`config.mk`:
```
export PLATFORM = sky130hd
export DESIGN_NAME = phase_monitor
export DESIGN_NICKNAME = d
export VERILOG_FILES = /design/src/rtl/phase_pkg.sv /design/src/rtl/phase_monitor_sat_counter.sv /design/src/rtl/phase_monitor.sv
export SDC_FILE = /design/constraint.sdc
export NUM_CORES = 1
export LEC_CHECK = 0
export ABC_CLOCK_PERIOD_IN_PS = 2300
export CORE_ASPECT_RATIO = 0.5
export CORE_MARGIN = 1
export CORE_UTILIZATION = 55
export DETAILED_ROUTE_END_ITERATION = 12
export HOLD_SLACK_MARGIN = 0.06
export MAX_ROUTING_LAYER = met4
export PLACE_DENSITY = 0.77
export SYNTH_ARGS = -nofsm -noshare
export SYNTH_HDL_FRONTEND = slang
export SYNTH_SLANG_ARGS = --single-unit
```
`constraint.sdc`:
```
create_clock -name clk -period 2.3 [get_ports clk]
set_input_delay 0.46 -clock clk [delete_from_list [all_inputs] [get_ports clk]]
set_output_delay 0.46 -clock clk [all_outputs]
set_load 0.02 [all_outputs]
```
`src/rtl/phase_pkg.sv`:
```
// Shared definitions for the two-phase clock interface: monitor FSM state
// encoding and sticky fault bit positions.
package phase_pkg;

    typedef logic [2:0] state_t;

    localparam state_t HUNT  = 3'd0;
    localparam state_t P0_HI = 3'd1;
    localparam state_t GAP01 = 3'd2;
    localparam state_t P1_HI = 3'd3;
    localparam state_t GAP10 = 3'd4;

    localparam int FLT_OVERLAP = 0;
    localparam int FLT_NOGAP   = 1;
    localparam int FLT_ORDER   = 2;
    localparam int FLT_TIMEOUT = 3;
    localparam int FLT_W       = 4;

endpackage

```
`src/rtl/phase_monitor_sat_counter.sv`:
```
// W-bit up-counter that sticks at all-ones; synchronous clear has priority.
module sat_counter #(
    parameter int W = 8
) (
    input  logic         clk,
    input  logic         rst_n,
    input  logic         clr,
    input  logic         inc,
    output logic [W-1:0] count
);

    always_ff @(posedge clk or negedge rst_n) begin
        if (!rst_n) begin
            count <= '0;
        end else if (clr) begin
            count <= '0;
        end else if (inc && (count != '1)) begin
            count <= count + 1'b1;
        end
    end

endmodule

```
`src/rtl/phase_monitor.sv`:
```
// Receiver-side checker for the two-phase non-overlapping clock: tracks the
// P0 -> gap -> P1 -> gap sequence, measures its period and reports lock/faults.
module phase_monitor
    import phase_pkg::*;
#(
    parameter int CNT_W       = 8,
    parameter int LOCK_CYCLES = 4,
    parameter int TIMEOUT     = 64
) (
    input  logic             clk,
    input  logic             rst_n,
    input  logic             enable,
    input  logic [1:0]       phase_in,
    input  logic             fault_clr,
    output logic             locked,
    output logic [CNT_W-1:0] period,
    output logic             period_valid,
    output logic [FLT_W-1:0] fault,
    output logic             fault_any
);

    localparam int MW = $clog2(LOCK_CYCLES + 1);
    localparam logic [MW-1:0] LOCK_M = MW'(LOCK_CYCLES);
    // state_cnt is 0 after the entry edge, so this is the TIMEOUT-th sample held in a state
    localparam logic [CNT_W-1:0] TO_LAST = CNT_W'(TIMEOUT - 2);

    state_t           state, state_nxt;
    logic [CNT_W-1:0] state_cnt, period_cnt, period_new;
    logic [MW-1:0]    match_cnt, match_nxt;
    logic [FLT_W-1:0] new_flt, fault_nxt;
    logic             period_done, stay;
    logic             state_clr, period_clr;

    always_comb begin
        state_nxt   = state;
        new_flt     = '0;
        period_done = 1'b0;
        if (!enable) begin
            state_nxt = HUNT;
        end else begin
            case (state)
                HUNT: if (phase_in == 2'b01) state_nxt = P0_HI;
                P0_HI: case (phase_in)
                    2'b01: state_nxt = P0_HI;
                    2'b00: state_nxt = GAP01;
                    2'b11: begin new_flt[FLT_OVERLAP] = 1'b1; state_nxt = HUNT; end
                    default: begin new_flt[FLT_NOGAP] = 1'b1; state_nxt = HUNT; end
                endcase
                GAP01: case (phase_in)
                    2'b00: state_nxt = GAP01;
                    2'b10: state_nxt = P1_HI;
                    2'b01: begin new_flt[FLT_ORDER] = 1'b1; state_nxt = HUNT; end
                    default: begin new_flt[FLT_OVERLAP] = 1'b1; state_nxt = HUNT; end
                endcase
                P1_HI: case (phase_in)
                    2'b10: state_nxt = P1_HI;
                    2'b00: state_nxt = GAP10;
                    2'b11: begin new_flt[FLT_OVERLAP] = 1'b1; state_nxt = HUNT; end
                    default: begin new_flt[FLT_NOGAP] = 1'b1; state_nxt = HUNT; end
                endcase
                GAP10: case (phase_in)
                    2'b00: state_nxt = GAP10;
                    2'b01: begin state_nxt = P0_HI; period_done = 1'b1; end
                    2'b10: begin new_flt[FLT_ORDER] = 1'b1; state_nxt = HUNT; end
                    default: begin new_flt[FLT_OVERLAP] = 1'b1; state_nxt = HUNT; end
                endcase
                default: state_nxt = HUNT;
            endcase
        end

        stay = enable && (state != HUNT) && (state_nxt == state);
        if (stay && (state_cnt == TO_LAST)) begin
            new_flt[FLT_TIMEOUT] = 1'b1;
            state_nxt            = HUNT;
        end

        state_clr  = (state_nxt != state) || (state == HUNT);
        period_clr = ((state_nxt == P0_HI) && (state != P0_HI)) || (state_nxt == HUNT);

        // period_cnt is cleared on the rise edge itself, hence the +1
        period_new = (period_cnt == '1) ? period_cnt : period_cnt + 1'b1;

        if ((match_cnt == '0) || (period_new != period)) begin
            match_nxt = MW'(1);
        end else if (match_cnt != LOCK_M) begin
            match_nxt = match_cnt + 1'b1;
        end else begin
            match_nxt = match_cnt;
        end

        fault_nxt = (fault_clr ? '0 : fault) | new_flt;
    end

    sat_counter #(.W(CNT_W)) u_state_cnt (
        .clk   (clk),
        .rst_n (rst_n),
        .clr   (state_clr),
        .inc   (1'b1),
        .count (state_cnt)
    );

    sat_counter #(.W(CNT_W)) u_period_cnt (
        .clk   (clk),
        .rst_n (rst_n),
        .clr   (period_clr),
        .inc   (1'b1),
        .count (period_cnt)
    );

    always_ff @(posedge clk or negedge rst_n) begin
        if (!rst_n) begin
            state        <= HUNT;
            locked       <= 1'b0;
            match_cnt    <= '0;
            period       <= '0;
            period_valid <= 1'b0;
            fault        <= '0;
            fault_any    <= 1'b0;
        end else begin
            state        <= state_nxt;
            period_valid <= period_done;
            fault        <= fault_nxt;
            fault_any    <= |fault_nxt;
            if (state_nxt == HUNT) begin
                locked    <= 1'b0;
                match_cnt <= '0;
            end else if (period_done) begin
                period    <= period_new;
                match_cnt <= match_nxt;
                locked    <= (match_nxt >= LOCK_M);
            end
        end
    end

endmodule
```
==> qor.csv <==
metric,value,unit
floorplan die height,46.6,µm
headroom to the max-slew limit,0.698,
"Design Area, Final",2680,µm²
CTS Buf Count,5,
fraction of final layout cells sized beyond drive strength 1,0.147,
die outline width,91.1,µm
# DRC,0,
H-Tree Depth,2,
final HPWL from detailed placement,3.56,mm
sequence of cells on the critical path,"buf_4, xnor2_1, nand3_1, mux2i_1, o21ai_0, nor4_4, nor2b_1, o22ai_1",
TritonCTS Sinks,36,
GRT Residual Overflow,0,
utilization after layout,0.743,
total cell area at the placement stage,2550,µm²
number of nets in the layout,295,
Worst Path Max Fanout,6,
run status,"complete, no violations",
worst voltage drop across the vdd grid,0.283,mV
unrepaired setup endpoints after global routing,no,
required time reported for the critical path endpoint,2.47,ns
routed wirelength normalized by instance count,14.8,µm
static power due to leakage,1.11,nW
maximum count of clock buffers along a single path,2,
proportion of synthesized chip area in sequential cells,0.412,
launch point of the worst hold path,period[1],
final hold viol count,0,
Worst Path Arrival,2.36,ns
Post-Synthesis Mean Instance Area,8.84,µm²
first-pass GRT wire length,8.36,mm
Total GRT Usage,0.265,
placer congestion estimate,0.907,
critical path class,reg2reg,
start point of the critical path,u_period_cnt.count[0],
measured slew at the worst slew-check pin,0.453,ns
number of setup buffers added after CTS,0,
Multi-input gate area,1210,µm²
core area,3600,µm²
Post-Synthesis Cells,247,
Maximum Capacitance Violations,0,
share of the cycle needed by the critical path after routing,0.952,
register cell area after layout,905,µm²
Final setup viols,0,
layout overhead on the synthesized area,22.5,%
warnings from Yosys,0,
"Min Clock Period, post-route",2.19,ns
number of global-route vias before repair,1830,
count of boundary I/O pins,21,
longest individual stage delay on the worst path,0.42,ns
Initial DRC Count,92,
total die area,4240,µm²
starting density of the core,0.606,
Worst Skew,0.00558,ns
Post-synth ARST share,1.00,
final-layout fill cell count,275,
CTS tree,built,
clock tree root driver cell,sky130_fd_sc_hd__clkbuf_8,
synth unique cells,52,
max-slew violations,0,
Pwr per Cell Area,438,nW/µm²
kind of launch point of the worst setup path,flop,
pin count of the biggest net entering global routing,37,
Synth Register Bits,36,
count of antenna diodes in the layout,0,
"Top FF cell, synth",sky130_fd_sc_hd__dfrtp_1,
number of hold buffers added after cts,0,
post-synthesis instance area,2180,µm²
origin of the critical flop-to-flop path,u_period_cnt.count[0],
number of enable-type register cells in the synthesized netlist,0,
crit path capture type,flop,
cell at the slowest stage of the critical path,sky130_fd_sc_hd__dfrtp_1,
via count normalized by instance count,5.86,
clock-pin transition on the worst setup and hold timing paths,0.07,ns
Cell Rows,15,
highest attainable clock frequency,457,MHz
Initial DRT Pass Iterations,4,
number of antenna violations at the first check in global routing,0,
sum of routed wire length over all layers,4.96,mm
later-pin clock latency in the skew report,0.28,ns
post-detailed-route count of antenna-violating nets,0,
# port buffers,20,
class of the worst hold path,reg2reg,
number of cells in the finished layout apart from fillers,336,
net count of the mapped netlist,258,
number of cells after detailed placement,328,
via total after detailed routing,1969,
==> logic make-up after synthesis <==
group | share of synthesized area
xor+xnor | 0.0401
flops | 0.412
simple gates | 0.251
buf+inv | 0.0515
compound gates | 0.207
mux | 0.00916
fa+ha+maj | 0.0286
==> final timing paths <==
check | to | slack [ns] | depth (start not counted)
max reg2reg | match_cnt[0] | 0.11 | 8
min in group asynchronous | fault_any | 0.59 | 2
max in group asynchronous | state[0] | 1.36 | 2
min reg2reg | period[1] | 0.51 | 2
max | match_cnt[0] | 0.11 | 8
min | period[1] | 0.51 | 2
==> registers in the layout (all words and copies together), names as in the netlist <==
signal,flops
period_valid,1
state,3
locked,1
fault,4
period,8
fault_any,1
match_cnt,2
u_period_cnt.count,8
u_state_cnt.count,8
==> timing repair <==
action,CTS,global route
resized for setup,6,7
pin swaps,4,2
setup endpoints to repair,20,11
cloned,0,0
==> worst max-delay path: cells and delay by family (launching register included) <==
| family | cells | cell delay (ns) |
|---|---|---|
| compound gates | 2 | 0.27 |
| xor+xnor | 1 | 0.30 |
| buf+inv | 1 | 0.18 |
| flops | 1 | 0.42 |
| mux | 1 | 0.17 |
| simple gates | 3 | 0.72 |
==> synthesized netlist by cell type, drive strengths merged (5+ instances only) <==
cell type   n  area share
nand4       6       0.017
nor2b       7       0.020
dfrtp      36        0.41
nand3      11       0.027
nor2       28       0.048
xnor2       6       0.024
a21oi      11       0.025
nor3b       5       0.019
o21ai      24       0.055
inv        15       0.026
ha          5       0.029
buf         7       0.019
a31oi       9       0.026
and2        5       0.014
and4        5       0.020
nand2      16       0.027
==> layer usage <==
metal	part of all wire	wire length [µm]	GRT usage
met1	0.47	2340	0.332
met2	0.48	2360	0.459
met3	0.046	226	0.0512
met4	0.0052	26	0.0635
met5	0	0	-
==> through the flow <==
stage | setup TNS (ns) | setup WS, ns | hold slack [ns] | power [mW]
floorplan | 0 | 0.178 | 0.164 | 0.684
global placement | -6.37 | -0.335 | 0.508 | 0.728
detailed placement | -7.91 | -0.422 | 0.508 | 0.730
CTS | 0 | 0.0838 | 0.528 | 1.18
global route | 0 | 0.00233 | 0.559 | 1.22
finish | 0 | 0.112 | 0.514 | 1.17
==> cell type report <==
class / count / area share
Inverter: 16 / 0.0224
Multi-Input combinational cell: 185 / 0.451
Tap cell: 51 / 0.0238
Clock buffer: 8 / 0.0337
Timing Repair Buffer: 40 / 0.131
Sequential cell: 36 / 0.338
==> report_power, final <==
group / switching, mW / total [mW] / internal, mW
combinational: 0.0437 / 0.0782 / 0.0345
sequential: 0.00452 / 0.641 / 0.637
clock: 0.209 / 0.453 / 0.244
==> cell usage in the layout (no fill, tap or decap), drive strengths merged, types with 2 or more instances in the layout <==
master,Yosys,routed
dfrtp,36,36
nor2,28,28
o21ai,24,24
buf,7,20
clkdlybuf4s50,0,17
nand2,16,16
inv,15,15
a21oi,11,11
nand3,11,11
a31oi,9,9
clkbuf,3,8
nor2b,7,7
xnor2,6,6
nand4,6,6
and2,5,5
and4,5,5
ha,5,5
nor3b,5,5
o211ai,4,4
and3,4,4
xor2,4,4
nor3,3,3
dlygate4sd2,0,3
o32ai,2,2
a21o,2,2
nand2b,2,2
mux2i,2,2
a22oi,2,2
a211oi,2,2
or4,2,2
a221oi,2,2
a211o,2,2
Note: power is estimated with default switching activity, not from simulation.
